==> config.mk <==
export PLATFORM = sky130hd
export DESIGN_NAME = backtrack_ctrl
export DESIGN_NICKNAME = d
export VERILOG_FILES = /design/src/rtl/backtrack_ctrl.sv
export SDC_FILE = /design/constraint.sdc
export NUM_CORES = 1
export LEC_CHECK = 0
export BUFFER_PORTS_ARGS = -buffer_cell sky130_fd_sc_hd__clkbuf_2
export CAP_MARGIN = 20
export CORE_ASPECT_RATIO = 0.9
export CORE_MARGIN = 1.5
export CORE_UTILIZATION = 40
export DETAILED_ROUTE_END_ITERATION = 8
export PLACE_DENSITY = 0.6
export SLEW_MARGIN = 10
export SYNTH_ARGS = -nofsm -noshare
export SYNTH_HDL_FRONTEND = slang
export SYNTH_SLANG_ARGS = --single-unit
==> constraint.sdc <==
create_clock -name clk -period 2.1 [get_ports clk]
set_clock_uncertainty 0.1 [all_clocks]
set_input_delay 0.42 -clock clk [delete_from_list [all_inputs] [get_ports clk]]
set_output_delay 0.42 -clock clk [all_outputs]
set_load 0.02 [all_outputs]
==> src/rtl/backtrack_ctrl.sv <==
// DPLL trail sequencer: serialises trail pushes, unwinds the trail on conflict
// back to the latest decision, flips it into a forced entry and resumes BCP.
module backtrack_ctrl #(
  parameter int VAR_W    = 9,
  parameter int BT_CNT_W = 16,
  parameter int TIMEOUT  = 64
) (
  input  logic                clk,
  input  logic                reset,
  input  logic                push_req,
  input  logic                push_type,
  input  logic                push_val,
  input  logic [VAR_W-1:0]    push_var,
  output logic                push_ack,
  input  logic                conflict,
  output logic                busy,
  output logic                tt_push,
  output logic                tt_pop,
  output logic                tt_type,
  output logic                tt_val,
  output logic [VAR_W-1:0]    tt_var,
  input  logic                tt_done,
  input  logic                tt_empty,
  input  logic                tt_type_out,
  input  logic                tt_val_out,
  input  logic [VAR_W-1:0]    tt_var_out,
  output logic                unassign_valid,
  output logic [VAR_W-1:0]    unassign_var,
  output logic                resume_valid,
  output logic [VAR_W-1:0]    resume_var,
  output logic                resume_val,
  output logic                unsat,
  output logic                err,
  output logic [BT_CNT_W-1:0] bt_count
);

  localparam int WAIT_W = $clog2(TIMEOUT + 1);
  localparam logic [WAIT_W-1:0]   WAIT_LIMIT = WAIT_W'(TIMEOUT - 1);
  localparam logic [BT_CNT_W-1:0] BT_MAX     = '1;

  typedef enum logic [2:0] {
    IDLE,
    PUSH_WAIT,
    POP_REQ,
    POP_WAIT,
    FLIP_WAIT,
    UNSAT
  } state_t;

  state_t state_reg, state_next;

  logic [WAIT_W-1:0] wait_reg, wait_next;
  logic [VAR_W-1:0]  flip_var_reg, flip_var_next;
  logic              flip_val_reg, flip_val_next;
  logic              in_wait;
  logic              timed_out;

  logic                push_ack_next;
  logic                busy_next;
  logic                tt_push_next;
  logic                tt_pop_next;
  logic                tt_type_next;
  logic                tt_val_next;
  logic [VAR_W-1:0]    tt_var_next;
  logic                unassign_valid_next;
  logic [VAR_W-1:0]    unassign_var_next;
  logic                resume_valid_next;
  logic [VAR_W-1:0]    resume_var_next;
  logic                resume_val_next;
  logic                unsat_next;
  logic                err_next;
  logic [BT_CNT_W-1:0] bt_count_next;

  assign in_wait   = (state_reg == PUSH_WAIT) || (state_reg == POP_WAIT) ||
                     (state_reg == FLIP_WAIT);
  // A completion arriving on the last allowed cycle still wins over the timeout.
  assign timed_out = in_wait && (wait_reg == WAIT_LIMIT) && !tt_done;

  always_comb begin
    state_next          = state_reg;
    flip_var_next       = flip_var_reg;
    flip_val_next       = flip_val_reg;
    push_ack_next       = 1'b0;
    tt_push_next        = 1'b0;
    tt_pop_next         = 1'b0;
    tt_type_next        = tt_type;
    tt_val_next         = tt_val;
    tt_var_next         = tt_var;
    unassign_valid_next = 1'b0;
    unassign_var_next   = unassign_var;
    resume_valid_next   = 1'b0;
    resume_var_next     = resume_var;
    resume_val_next     = resume_val;
    unsat_next          = unsat;
    err_next            = err;
    bt_count_next       = bt_count;

    case (state_reg)
      IDLE: begin
        if (conflict) begin
          state_next = POP_REQ;
        end else if (push_req) begin
          tt_push_next = 1'b1;
          tt_type_next = push_type;
          tt_val_next  = push_val;
          tt_var_next  = push_var;
          state_next   = PUSH_WAIT;
        end
      end

      PUSH_WAIT: begin
        if (tt_done) begin
          push_ack_next = 1'b1;
          state_next    = IDLE;
        end else if (timed_out) begin
          err_next   = 1'b1;
          state_next = IDLE;
        end
      end

      POP_REQ: begin
        tt_pop_next = 1'b1;
        state_next  = POP_WAIT;
      end

      POP_WAIT: begin
        if (tt_done) begin
          if (tt_empty) begin
            unsat_next = 1'b1;
            state_next = UNSAT;
          end else begin
            unassign_valid_next = 1'b1;
            unassign_var_next   = tt_var_out;
            if (tt_type_out) begin
              state_next = POP_REQ;
            end else begin
              // Decision reached: re-push it flipped as a forced entry.
              flip_var_next = tt_var_out;
              flip_val_next = ~tt_val_out;
              tt_push_next  = 1'b1;
              tt_type_next  = 1'b1;
              tt_val_next   = ~tt_val_out;
              tt_var_next   = tt_var_out;
              state_next    = FLIP_WAIT;
            end
          end
        end else if (timed_out) begin
          err_next   = 1'b1;
          state_next = IDLE;
        end
      end

      FLIP_WAIT: begin
        if (tt_done) begin
          resume_valid_next = 1'b1;
          resume_var_next   = flip_var_reg;
          resume_val_next   = flip_val_reg;
          if (bt_count != BT_MAX) begin
            bt_count_next = bt_count + 1'b1;
          end
          state_next = IDLE;
        end else if (timed_out) begin
          err_next   = 1'b1;
          state_next = IDLE;
        end
      end

      UNSAT: begin
        state_next = UNSAT;
      end

      default: begin
        state_next = IDLE;
      end
    endcase

    if (in_wait && (state_next == state_reg)) begin
      wait_next = wait_reg + 1'b1;
    end else begin
      wait_next = '0;
    end

    busy_next = (state_next != IDLE) && (state_next != UNSAT);
  end

  always_ff @(posedge clk) begin
    if (reset) begin
      state_reg      <= IDLE;
      wait_reg       <= '0;
      flip_var_reg   <= '0;
      flip_val_reg   <= 1'b0;
      push_ack       <= 1'b0;
      busy           <= 1'b0;
      tt_push        <= 1'b0;
      tt_pop         <= 1'b0;
      tt_type        <= 1'b0;
      tt_val         <= 1'b0;
      tt_var         <= '0;
      unassign_valid <= 1'b0;
      unassign_var   <= '0;
      resume_valid   <= 1'b0;
      resume_var     <= '0;
      resume_val     <= 1'b0;
      unsat          <= 1'b0;
      err            <= 1'b0;
      bt_count       <= '0;
    end else begin
      state_reg      <= state_next;
      wait_reg       <= wait_next;
      flip_var_reg   <= flip_var_next;
      flip_val_reg   <= flip_val_next;
      push_ack       <= push_ack_next;
      busy           <= busy_next;
      tt_push        <= tt_push_next;
      tt_pop         <= tt_pop_next;
      tt_type        <= tt_type_next;
      tt_val         <= tt_val_next;
      tt_var         <= tt_var_next;
      unassign_valid <= unassign_valid_next;
      unassign_var   <= unassign_var_next;
      resume_valid   <= resume_valid_next;
      resume_var     <= resume_var_next;
      resume_val     <= resume_val_next;
      unsat          <= unsat_next;
      err            <= err_next;
      bt_count       <= bt_count_next;
    end
  end

endmodule

==> qor.csv <==
metric;value;unit
post-DP HPWL;5.847;mm
Int Pwr;2.054;mW
CTS tree;yes;
post-CTS resize count;0;
Cell Count, Final, Fillers Out;546;
worst-skew pair later-pin latency;0.34;ns
Setup WS post-layout;0.2204;ns
clock sink total;74;
placed insts;530;
setup violators final;0;
Final Cycle Share;0.8950;
Max-cap violations;0;
top_reg_cell synth;dfxtp_1;
fin util;0.5265;
Layout Cell Area excl Fill;4051;µm²
Yosys top cell area share;0.4557;
TritonCTS Buffers;9;
root buf cell;clkbuf_8;
sequential share of power;0.521;
Die Wd;98.03;µm
Setup Buffers After CTS;0;
CTS Hold Bufs;0;
Worst setup EP type;flop;
Switching Share;0.2714;
largest area contributor in the netlist;dfxtp_1;
post-synthesis cell type count;52;
outcome;completed;
max FFs per register;16;
post-route ant nets;0;
Largest delay share family, worst path;simple AND/OR/NAND/NOR gates;
Arr. time, crit path;2.00;ns
Port Buffer Count;81;
H-Tree Depth;3;
number of diodes;0;
top post-synthesis cells by area;dfxtp_1 (46%), mux2i_1 (8.6%), a21oi_1 (5.1%);
IO Pins;82;
Leakage Power;1.704;nW
global placer's final weighted congestion;0.8953;
synth warn;0;
vias;2911;
post-synthesis async set-or-reset flop share;0;
number of synthesized flops with an enable pin;0;
RSZ-0062 raised after global routing;no;
post-place setup slack;0.1594;ns
router iterations before antenna repair;4;
Crit Path Max Fanout;5;
crit-path cells;ha_1, nand3_1, nor4_1, o32a_1, a31oi_1;
total power;2.819;mW
worst endpoint required time;2.23;ns
Clk pin slew, worst setup/hold paths;0.08;ns
Final TNS setup;0;ns
DRC violations left;0;
Final Max Slew Viols;0;
Area growth syn-to-layout;24.63;%
Syn Inst Count;353;
VDD IR max;0.3835;mV
Hold Fails Final Rpt;0;
pin slew with the least headroom to its limit;0.5886;ns
effective utilization at floorplan;0.4224;
Post-Synthesis Net Count;383;
leading cell types in the layout, fill and taps excluded;clkbuf_2 (81), dfxtp_1 (74), nor2_1 (42);
GRT Util Overall;0.1884;
Peak Freq;0.5320;GHz
DP Area;3872;µm²
fin crit period;1.880;ns
Routed WL;7.915;mm
worst path bufs/invs;0;
Post-Syn Area;3251;µm²
largest reg by FF count;bt_count;
global-route wire length before repair;13.01;mm
gr ovfl total;0;
combinational share of power;0.125;
power per cell area;695.9;nW/µm²
layout cells sized above 1;0.2867;
Placement Rows;30;
CTS max path bufs;2;
startpoint types;flop;
Vias/cell;5.332;
Slew headroom;0.6040;
largest net degree at the start of global routing;26;
Clk network pwr share;0.353;
Avg Cell Area, Syn;9.209;µm²
Core Area;7695;µm²
Worst Hold Class;input port to flop;
CP max stage delay;0.56;ns
Seq/Total Area, Yosys;0.4557;
antenna violations before repair;0;
Initial DRC Count;104;
hold_ws;0.1958;ns
commonest non-fill, non-tap cell in the layout;clkbuf_2;
# nets final;475;
switching pwr;0.7651;mW
WL/cell;14.50;µm
post-synthesis register bit count;74;
die height;88.52;µm
slowest CP cell;nor4_1;
Die ar.;8677;µm²
number of global-route vias before repair;2654;
type of the worst setup path;flop to flop;
cell usage after synthesis, types with 3 or more instances:
cell type and number:
nor2_1 42, a21oi_1 33, buf_1 4, mux2_1 4
clkbuf_1 10, nor4_1 4, nor3_1 9, a31oi_1 5
o32a_1 3, nand3_1 9, dfxtp_1 74, o31ai_1 3
and2_1 3, nand3b_1 3, and3_1 4, nand2_1 29
a311oi_1 9, nor2b_1 10, buf_2 6, mux2i_1 28
inv_1 7, nand2b_1 5, o21ai_0 4, a211oi_1 4
or3_1 3
layer usage:
metal / GRT usage / vias to the layer above / wire length, µm
met4: 0.05065 / 0 / 61
met5: 0 / - / 0
met2: 0.2940 / 94 / 3635
li1: - / 1459 / -
met1: 0.2483 / 1352 / 3613
met3: 0.06951 / 6 / 604
power by group through the flow:
stage	Clock, mW	Combinational [mW]	Sequential [mW]
6_report	0.996	0.353	1.47
5_1_grt	1.11	0.386	1.48
4_1_cts	1.03	0.354	1.47
3_5_place_dp	0	0.353	1.50
3_3_place_gp	0	0.352	1.50
2_1_floorplan	0	0.196	1.54
worst paths after layout:
path	from	endpoint	slack (ns)	cells past startpoint
max reg2reg	wait_reg[0]	busy	0.22	5
min reg2reg	wait_reg[0]	wait_reg[0]	0.35	1
min	tt_val_out	flip_val_reg	0.20	2
max	wait_reg[0]	busy	0.22	5
cell type report:
type / count / area, µm²
multi-input combinational: 251 / 1657
timing repair buffer: 102 / 588.1
sequential: 74 / 1481
tap: 96 / 120.1
fill: 730 / 3643
clock inverter: 6 / 41.29
clock buffer: 10 / 137.6
inverter: 7 / 26.28
kinds of logic (layout without fill, tap and decap cells):
group / Yosys count / count (layout) / synth area share
flops: 74 / 74 / 0.4557
xor+xnor: 4 / 4 / 0.01078
buf+inv: 28 / 125 / 0.03695
mux: 34 / 34 / 0.1070
fa+ha+maj: 2 / 2 / 0.007697
compound gates: 74 / 74 / 0.1505
simple gates: 137 / 137 / 0.2313
(Power assumes the default switching activity.)
